[src/rtl/decode_pkg.sv]
// Shared definitions for the registered MIPS decode stage: field positions,
// opcode constants and the ID/EX control payload.
package decode_pkg;
  localparam int INSTR_W   = 32;
  localparam int OPC_W     = 6;

  localparam int OP_MSB    = 31;
  localparam int OP_LSB    = 26;
  localparam int RS_MSB    = 25;
  localparam int RS_LSB    = 21;
  localparam int RT_MSB    = 20;
  localparam int RT_LSB    = 16;
  localparam int RD_MSB    = 15;
  localparam int RD_LSB    = 11;
  localparam int SHAMT_MSB = 10;
  localparam int SHAMT_LSB = 6;
  localparam int FUNCT_MSB = 5;
  localparam int FUNCT_LSB = 0;
  localparam int IMM_MSB   = 15;
  localparam int IMM_LSB   = 0;

  localparam logic [OPC_W-1:0] OP_RTYPE = 6'b0;

  // Control half of the ID/EX register; operands and PC are carried beside it
  // because their widths follow the module parameters.
  typedef struct packed {
    logic [OPC_W-1:0] opcode;
    logic [OPC_W-1:0] aluop;
    logic [4:0]       rd;
    logic             immsel;
    logic [4:0]       shift;
  } idex_ctl_t;

  function automatic logic is_rtype(input logic [OPC_W-1:0] op);
    return op == OP_RTYPE;
  endfunction
endpackage

[src/rtl/decode_fields.sv]
// Combinational field extraction: control fields, sign-extended immediate and
// which source registers the instruction actually reads.
module decode_fields
  import decode_pkg::*;
#(
  parameter int DATA_W = 32
) (
  input  logic [INSTR_W-1:0] instr,
  output idex_ctl_t          ctl,
  output logic [DATA_W-1:0]  sximm,
  output logic [4:0]         rs,
  output logic [4:0]         rt,
  output logic               use_rs,
  output logic               use_rt
);
  logic [OPC_W-1:0] op;
  logic             rtype;

  assign op    = instr[OP_MSB:OP_LSB];
  assign rtype = is_rtype(op);
  assign rs    = instr[RS_MSB:RS_LSB];
  assign rt    = instr[RT_MSB:RT_LSB];

  always_comb begin
    ctl        = '0;
    ctl.opcode = op;
    ctl.aluop  = rtype ? instr[FUNCT_MSB:FUNCT_LSB] : op;
    ctl.rd     = rtype ? instr[RD_MSB:RD_LSB] : rt;
    ctl.immsel = !rtype;
    ctl.shift  = instr[SHAMT_MSB:SHAMT_LSB];
  end

  assign sximm  = DATA_W'($signed(instr[IMM_MSB:IMM_LSB]));
  // Every opcode reads rs; only R-type also reads rt.
  assign use_rs = 1'b1;
  assign use_rt = rtype;
endmodule

[src/rtl/decode_pipe.sv]
// Registered decode stage with EX/MEM forwarding, hazard bubbles, ID/EX
// valid/ready register, flush and stall counter. DECODE_FWD_EN enables forwarding.
module decode_pipe
  import decode_pkg::*;
#(
  parameter int DATA_W = 32,
  parameter int REG_W  = 5,
  parameter int PC_W   = 9,
  parameter int CNT_W  = 16
) (
  input  logic              clk,
  input  logic              rst,
  input  logic              in_valid,
  output logic              in_ready,
  input  logic [31:0]       in_instr,
  input  logic [PC_W-1:0]   in_pc,
  output logic [REG_W-1:0]  rf_reada,
  output logic [REG_W-1:0]  rf_readb,
  input  logic [DATA_W-1:0] rf_douta,
  input  logic [DATA_W-1:0] rf_doutb,
  input  logic              ex_wr_en,
  input  logic              ex_is_load,
  input  logic [REG_W-1:0]  ex_wr_rd,
  input  logic [DATA_W-1:0] ex_wr_val,
  input  logic              mem_wr_en,
  input  logic [REG_W-1:0]  mem_wr_rd,
  input  logic [DATA_W-1:0] mem_wr_val,
  input  logic              flush,
  output logic              out_valid,
  input  logic              out_ready,
  output logic [5:0]        out_opcode,
  output logic [5:0]        out_aluop,
  output logic [REG_W-1:0]  out_rd,
  output logic              out_immsel,
  output logic [DATA_W-1:0] out_vala,
  output logic [DATA_W-1:0] out_valb,
  output logic [DATA_W-1:0] out_sximm,
  output logic [4:0]        out_shift,
  output logic [PC_W-1:0]   out_pc,
  output logic [CNT_W-1:0]  stall_cnt
);
  idex_ctl_t         dec_ctl, ctl_q;
  logic [DATA_W-1:0] dec_sximm;
  logic [4:0]        rs, rt;
  logic              use_rs, use_rt;
  logic [REG_W-1:0]  src_a, src_b;
  logic [DATA_W-1:0] opa, opb;
  logic [DATA_W-1:0] vala_q, valb_q, sximm_q;
  logic [PC_W-1:0]   pc_q;
  logic              hazard, adv;
  logic              unused_ok;

  decode_fields #(.DATA_W(DATA_W)) u_fields (
    .instr  (in_instr),
    .ctl    (dec_ctl),
    .sximm  (dec_sximm),
    .rs     (rs),
    .rt     (rt),
    .use_rs (use_rs),
    .use_rt (use_rt)
  );

  assign src_a    = REG_W'(rs);
  assign src_b    = REG_W'(rt);
  assign rf_reada = src_a;
  assign rf_readb = src_b;

  // A writer hits when it targets a nonzero register the instruction reads.
  function automatic logic src_hit(input logic en, input logic [REG_W-1:0] d,
                                   input logic ua, input logic ub,
                                   input logic [REG_W-1:0] a, input logic [REG_W-1:0] b);
    return en && (d != '0) && ((ua && d == a) || (ub && d == b));
  endfunction

`ifdef DECODE_FWD_EN
  function automatic logic [DATA_W-1:0] resolve(input logic [REG_W-1:0] s,
                                                input logic [DATA_W-1:0] rfv);
    if (s == '0)                                     return '0;
    else if (ex_wr_en && !ex_is_load && ex_wr_rd == s) return ex_wr_val;
    else if (mem_wr_en && mem_wr_rd == s)            return mem_wr_val;
    else                                             return rfv;
  endfunction

  assign hazard = src_hit(ex_wr_en && ex_is_load, ex_wr_rd, use_rs, use_rt, src_a, src_b);
`else
  function automatic logic [DATA_W-1:0] resolve(input logic [REG_W-1:0] s,
                                                input logic [DATA_W-1:0] rfv);
    return (s == '0) ? '0 : rfv;
  endfunction

  // Without bypasses any in-flight writer of a used source must drain first.
  assign hazard = src_hit(ex_wr_en,  ex_wr_rd,  use_rs, use_rt, src_a, src_b) ||
                  src_hit(mem_wr_en, mem_wr_rd, use_rs, use_rt, src_a, src_b);
`endif

  assign opa       = resolve(src_a, rf_douta);
  assign opb       = resolve(src_b, rf_doutb);
  assign unused_ok = ^{ex_wr_val, mem_wr_val, ex_is_load};

  assign adv      = !out_valid || out_ready;
  assign in_ready = !rst && (flush || (adv && !hazard));

  always_ff @(posedge clk) begin
    if (rst) begin
      out_valid <= 1'b0;
      ctl_q     <= '0;
      vala_q    <= '0;
      valb_q    <= '0;
      sximm_q   <= '0;
      pc_q      <= '0;
      stall_cnt <= '0;
    end else begin
      if (flush) begin
        out_valid <= 1'b0;
      end else if (adv) begin
        if (in_valid && !hazard) begin
          ctl_q     <= dec_ctl;
          vala_q    <= opa;
          valb_q    <= opb;
          sximm_q   <= dec_sximm;
          pc_q      <= in_pc;
          out_valid <= 1'b1;
        end else begin
          out_valid <= 1'b0;
        end
      end
      if (in_valid && hazard && !flush && stall_cnt != '1)
        stall_cnt <= stall_cnt + 1'b1;
    end
  end

  assign out_opcode = ctl_q.opcode;
  assign out_aluop  = ctl_q.aluop;
  assign out_rd     = REG_W'(ctl_q.rd);
  assign out_immsel = ctl_q.immsel;
  assign out_shift  = ctl_q.shift;
  assign out_vala   = vala_q;
  assign out_valb   = valb_q;
  assign out_sximm  = sximm_q;
  assign out_pc     = pc_q;
endmodule

[config.mk]
export PLATFORM = sky130hd
export DESIGN_NAME = decode_pipe
export DESIGN_NICKNAME = d
export VERILOG_FILES = /design/src/rtl/decode_pkg.sv /design/src/rtl/decode_fields.sv /design/src/rtl/decode_pipe.sv
export SDC_FILE = /design/constraint.sdc
export NUM_CORES = 1
export LEC_CHECK = 0
export CORE_AREA = 2 2 132 134
export DETAILED_ROUTE_END_ITERATION = 16
export DIE_AREA = 0 0 134 136
export MAX_ROUTING_LAYER = met4
export PLACE_DENSITY_LB_ADDON = 0.1
export SLEW_MARGIN = 0
export SYNTH_ARGS = -nofsm -noshare
export SYNTH_HDL_FRONTEND = slang
export SYNTH_SLANG_ARGS = --single-unit
[constraint.sdc]
create_clock -name clk -period 3.1 [get_ports clk]
set_input_delay 0.465 -clock clk [delete_from_list [all_inputs] [get_ports clk]]
set_output_delay 0.465 -clock clk [all_outputs]
set_load 0.01 [all_outputs]
* Yosys cells after proc, flatten, opt, wreduce, memory -nomap -nowiden *
Cells that the tools add are included.

operators by class
  add/sub/neg operators = 1
  equality and inequality tests = 5
  multiplexer cells = 5
  bitwise logic cells = 1
  reductions and logical operators = 29

operators with widths
  kind                                                             count
  32-bit 2-to-1 mux                                                2
  5-bit equality test                                              4
  16-bit by 1-bit adder with 16-bit output, second input constant  1
  16-bit != test, second input constant                            1
  1-bit logical AND                                                12
  5-bit logical NOT                                                2
  5-bit nonzero test                                               2
  6-bit logical NOT                                                1
  6-bit 2-to-1 mux                                                 1
  1-bit logical NOT                                                5
  1-bit logical OR                                                 5
  5-bit 2-to-1 mux                                                 1
  3-bit AND reduction                                              1
  2-bit OR reduction                                               1
  1-bit 2-to-1 mux                                                 1
  1-bit NOT                                                        1

word-level totals
  register bits after elaboration = 129
  input port bits = 187
  output and inout bits = 156
  word-level logic and storage cells = 52

* Depth between registers and ports, before layout *
  word-level depth = 9
  mapped depth = 10

* By module *
Synthesis repeated with hierarchy kept, for this count alone.

second synthesis, totals
  cells, all modules = 710
  area, all modules = 6,304.8 sq um

modules (own cells, without submodules)
  module         instances  cells each  area each (sq um)
  decode_pipe    1          640         5,736.8
  decode_fields  1          70          568.0

* Least setup slack after synthesis *
Ideal clock, no wire load.

  path type = input-to-reg
  start point = input in_instr[31]
  end point = register stall_cnt[8]
  data arrival time = 2.374 ns
  required time = 2.977 ns
  slack = 0.603 ns
  cell stages on the path = 7
  cells stage by stage = or4_4 nor3_4 nand4_1 a21oi_2 o21ai_2 nor4b_1 mux2_1

on the way
  word-level cells in the longest chain between the ends = 8

ends and longest elaborated chain
  item                                 line                source
  start: declaration                   decode_pipe.sv:15   input logic [31:0] in_instr,
  6-bit logical NOT (*)                decode_pkg.sv:35    return op == OP_RTYPE;
  1-bit logical AND                    decode_pipe.sv:72   return en && (d != '0) && ((ua && d == a) || (ub && d == b));
  1-bit logical OR                     decode_pipe.sv:72
  1-bit logical AND                    decode_pipe.sv:72
  1-bit logical OR (*)                 decode_pipe.sv:92   assign hazard = src_hit(ex_wr_en, ex_wr_rd, use_rs, use_rt, src_a, src_b) ||
  1-bit logical AND (*) (3 in series)  decode_pipe.sv:127  if (in_valid && hazard && !flush && stall_cnt != '1)
  end signal: assignment               decode_pipe.sv:128  stall_cnt <= stall_cnt + 1'b1;
  end: declaration                     decode_pipe.sv:40   output logic [CNT_W-1:0] stall_cnt

Mark *: on every way between the ends. The rest lies on a longest branch, timed or not.
A chain may end at the register's enable or synchronous reset.

* Worst setup path after layout *
  start point = input in_instr[28]
  end point = output in_ready

on the way
  word-level cells in the longest chain between the ends = 9

ends and longest elaborated chain
  item                   line                source
  6-bit logical NOT (*)  decode_pkg.sv:35
  1-bit logical AND      decode_pipe.sv:72
  1-bit logical OR       decode_pipe.sv:72
  1-bit logical AND      decode_pipe.sv:72
  1-bit logical OR (*)   decode_pipe.sv:92
  1-bit logical NOT (*)  decode_pipe.sv:101  assign in_ready = !rst && (flush || (adv && !hazard));
  1-bit logical AND (*)  decode_pipe.sv:101
  1-bit logical OR (*)   decode_pipe.sv:101
  1-bit logical AND (*)  decode_pipe.sv:101
  end: declaration       decode_pipe.sv:14   output logic in_ready,

Marked as above.

==> run summary <==
WORST SETUP PATH
------------------------------------------------------------------------------------------
Critical Path AT                                                                   2.49 ns
Critical setup path kind                                                            in2out
Startpoint of the most critical register-to-register path                     stall_cnt[0]$_SDFFE_PP0P_
Depth of the worst register-to-register path                                             9
Required time of the critical path                                                 2.63 ns
Peak fanout along the critical path                                                      3
Register-to-register setup slack                                                   0.39 ns
Crit start category                                                             input port
Category of the worst setup path capture point                                primary output
Capture instance of the worst register-to-register path                       stall_cnt[7]$_SDFFE_PP0P_

ROUTE
------------------------------------------------------------------------------------------
Number of search-and-repair iterations in the first detailed-routing pass                7
Number of DRC violations after detailed-routing iteration 0                            255
Number of antenna-violating nets in the routed design                                    0
Aggregate routed wire length                                                      17060 um
Per-cell routed wire length                                                       15.37 um
Count of unresolved DRC violations after routing                                         0
Per-cell via count in the routed design                                              4.756
Count of vias placed by the detailed router                                           5279

FLOORPLAN
------------------------------------------------------------------------------------------
Die area                                                                         18220 um2
Total core area                                                                  16880 um2
Core Rows                                                                               48
Top Ports                                                                              343
Die outline height                                                                  136 um
Initial cell density of the core                                                    32.21%
Overall die width                                                                   134 um

SYNTH
------------------------------------------------------------------------------------------
Per-instance average area after synthesis                                        8.823 um2
Number of library cell types mapped by synthesis                                        39
Count of flip-flops with a built-in enable after synthesis                               0
Share of flip-flops with an asynchronous set or reset after synthesis                   0%
Prevailing post-synth register cell                                                dfxtp_1
Warnings from Yosys                                                                      0
Nets in the synthesized netlist                                                        804
Flop and latch count out of synthesis                                                  124
Area of the mapped netlist                                                        5435 um2
Register area share after synthesis                                                 45.67%
Gate Count Post-Synth                                                                  616

GLOBAL ROUTING
------------------------------------------------------------------------------------------
Met2 capacity usage during global routing                                           30.51%
First-pass GRT wire length                                                        26320 um
Met3 usage                                                                          5.257%
Via count of the first global-routing pass                                            5144
Grt ovf                                                                                  0
GRT busiest layer                                                                     met2
Overall Global Routing Usage                                                        18.84%
Met1 layer usage reported by global route                                           22.22%
Antenna violations before repair                                                         0
Pin count of the biggest net entering global routing                                   109

FINISH
------------------------------------------------------------------------------------------
Proportion of layout cells with a drive suffix above 1                              8.701%
Post-route cell area                                                              8977 um2
Antenna Cells                                                                            0
Most used cells in the layout excluding fill and tap cells                    clkdlybuf4s50_1 (275), dfxtp_1 (124), nand3_1 (71), o21ai_0 (71), nand2b_1 (65)
Area overhead of the layout relative to synthesis                                   65.17%
Number of nets in the finished design                                                 1061
Most common cell after layout, fill and taps aside                            clkdlybuf4s50_1

POWER
------------------------------------------------------------------------------------------
Standby leakage power                                                             3.151 nW
Combinational fraction of design power                                               15.5%
Clock group share of total power                                                     45.9%
P_sw                                                                              1.077 mW
Sequential power share                                                               38.6%
Switching fraction of total power                                                   24.26%
Power density over the cells                                                  494.5 nW/um2
IR drop worst, VDD                                                                368.7 uV
Internal power contribution                                                       3.362 mW

PLACEMENT
------------------------------------------------------------------------------------------
Post-detailed-placement cell area                                                 8363 um2
Number of port buffers                                                                 277
Post-detail-place hpwl                                                            12260 um
Global placer's final weighted congestion                                           0.8104

CTS
------------------------------------------------------------------------------------------
Clock sink total                                                                       124
Maximum level of the CTS H-tree                                                          4
Number of buffers created by CTS                                                        17
Clock Latency Late Sink                                                            0.42 ns
Clock edge transition at the registers on the reported setup and hold paths        0.06 ns
Maximum number of buffers from clock root to sink                                        2
Root Buffer Master                                                               clkbuf_16
CTS tree                                                                              done

STA
------------------------------------------------------------------------------------------
Final Hold Violating Endpoints                                                           0
Max_slew headroom                                                                   32.12%
Count of endpoints failing setup in the final report                                     0
Post-route setup TNS                                                                  0 ns
Achievable Freq                                                                  338.1 MHz
Final worst path period share                                                       95.40%
RSZ-0062 raised after global routing                                                 false
Transition time of the tightest slew-check pin                                    1.014 ns
Clock period minus worst slack                                                    2.958 ns
Layout Skew                                                                     0.01015 ns
Final Max Tran Viols                                                                     0

HOLD PATH
------------------------------------------------------------------------------------------
Hold path cells                                                                          2
Hold-critical path endpoint                                                   out_sximm[3]$_SDFFE_PP0P_
Hold Path Class                                                                     in2reg
Launch point of the worst hold path                                                    rst

STATUS
------------------------------------------------------------------------------------------
Status                                                                        finished clean

FLOW RUN
------------------------------------------------------------------------------------------
Max Cap Violations                                                                       0

sequential cells by signal, summed over array words and instances (netlist names):
| signal | flops |
|---|---|
| out_aluop | 6 |
| out_valb | 32 |
| stall_cnt | 16 |
| out_pc | 9 |
| out_sximm | 12 |
| out_immsel | 1 |
| out_valid | 1 |
| out_rd | 5 |
| out_shift | 4 |
| out_opcode | 6 |
| out_vala | 32 |
per-layer routing:
| metal | up-vias | routed length (um) |
|---|---|---|
| met2 | 175 | 8085 |
| met4 | 0 | 388 |
| met5 | - | 0 |
| li1 | 2620 | - |
| met1 | 2455 | 7586 |
| met3 | 29 | 996 |
how the worst max path moves through the flow:
| stage | startpoint | endpoint | slack (ns) | depth (start not counted) |
|---|---|---|---|---|
| floorplan | in_instr[31] | stall_cnt[8]$_SDFFE_PP0P_ | 0.60 | 7 |
| global placement | in_instr[31] | in_ready | -0.17 | 9 |
| detailed placement | in_instr[31] | in_ready | -0.20 | 9 |
| CTS | in_instr[28] | in_ready | 0.08 | 9 |
| global route | in_instr[28] | in_ready | 0.04 | 9 |
| finish | in_instr[28] | in_ready | 0.14 | 9 |
per-stage QoR:
stage                     setup slack, ns  std cells  util, %  power [mW]  hold slack, ns
after global placement            -0.1658       1078    49.56       2.430          0.4594
after CTS                         0.07945       1110    53.16       4.504          0.3833
final                              0.1425       1110    53.20       4.439          0.4047
after detailed placement          -0.1992       1078    49.56       2.440          0.4664
after global routing              0.03509       1110    53.20       4.627          0.4054
after floorplan                    0.6025        616        -       2.022          0.4930
critical path: stages:
cell             delay (ns)
clkdlybuf4s50_1        0.42
or4_4                  0.56
nor3_4                 0.25
nand4_1                0.16
a21oi_2                0.23
nor2_1                 0.08
a21oi_1                0.13
nor2_1                 0.05
buf_2                  0.14
layout make-up:
| class | count | area, um2 |
|---|---|---|
| clock buffer | 18 | 439.2 |
| fill | 1562 | 7899 |
| timing repair buffer | 312 | 3065 |
| inverter | 2 | 7.507 |
| multi-input combinational | 416 | 2535 |
| clock inverter | 13 | 166.4 |
| sequential | 124 | 2482 |
| tap | 225 | 281.5 |
what timing repair did:
action / CTS / global route
buffers inserted: 1 / 0
resized for setup: 4 / 1
hold buffers: 0 / 0
pin swaps: 5 / 1
setup endpoints to repair: 1 / 2
cell families after synthesis:
| kind of cell | share of synthesized area, % |
|---|---|
| flip-flops | 45.67 |
| adder cells (fa/ha/maj) | 0.2302 |
| multiplexers | 6.837 |
| buffers and inverters | 8.034 |
| AND/OR/NAND/NOR | 23.34 |
| XOR/XNOR | 3.545 |
| AO/OA/AOI/OAI | 12.34 |
synth_stat cells (2+ instances only):
master      n  area share [%]
a211oi_1   13             1.8
a21oi_2     2            0.32
or4b_1      2            0.37
nand4_1     4            0.46
o31ai_1     6            0.83
buf_2      10            0.92
buf_6       3            0.62
buf_4      31             4.3
nand2b_1   65             7.5
and4_1      2            0.32
xnor2_1     8             1.3
mux2i_1    36             6.6
nand3_1    71             6.5
nor2b_1     2            0.23
xor2_1     14             2.3
inv_1       2            0.14
nor2_1     55             3.8
clkbuf_1   29             2.0
nor3_1      9            0.83
o21ai_0    71             6.5
a21oi_1    21             1.9
o41ai_1     2            0.32
or3_1       2            0.23
or4_1       9             1.2
dfxtp_1   124              46
nand2_1    10            0.69
power by group through the flow:
| stage | logic (mW) | clock network, mW | registers, mW |
|---|---|---|---|
| CTS | 0.695 | 2.09 | 1.72 |
| finish | 0.687 | 2.04 | 1.71 |
| detailed placement | 0.692 | 0 | 1.75 |
| floorplan | 0.241 | 0 | 1.78 |
| global placement | 0.686 | 0 | 1.74 |
| global route | 0.741 | 2.16 | 1.72 |
(Power assumes the default switching activity.)
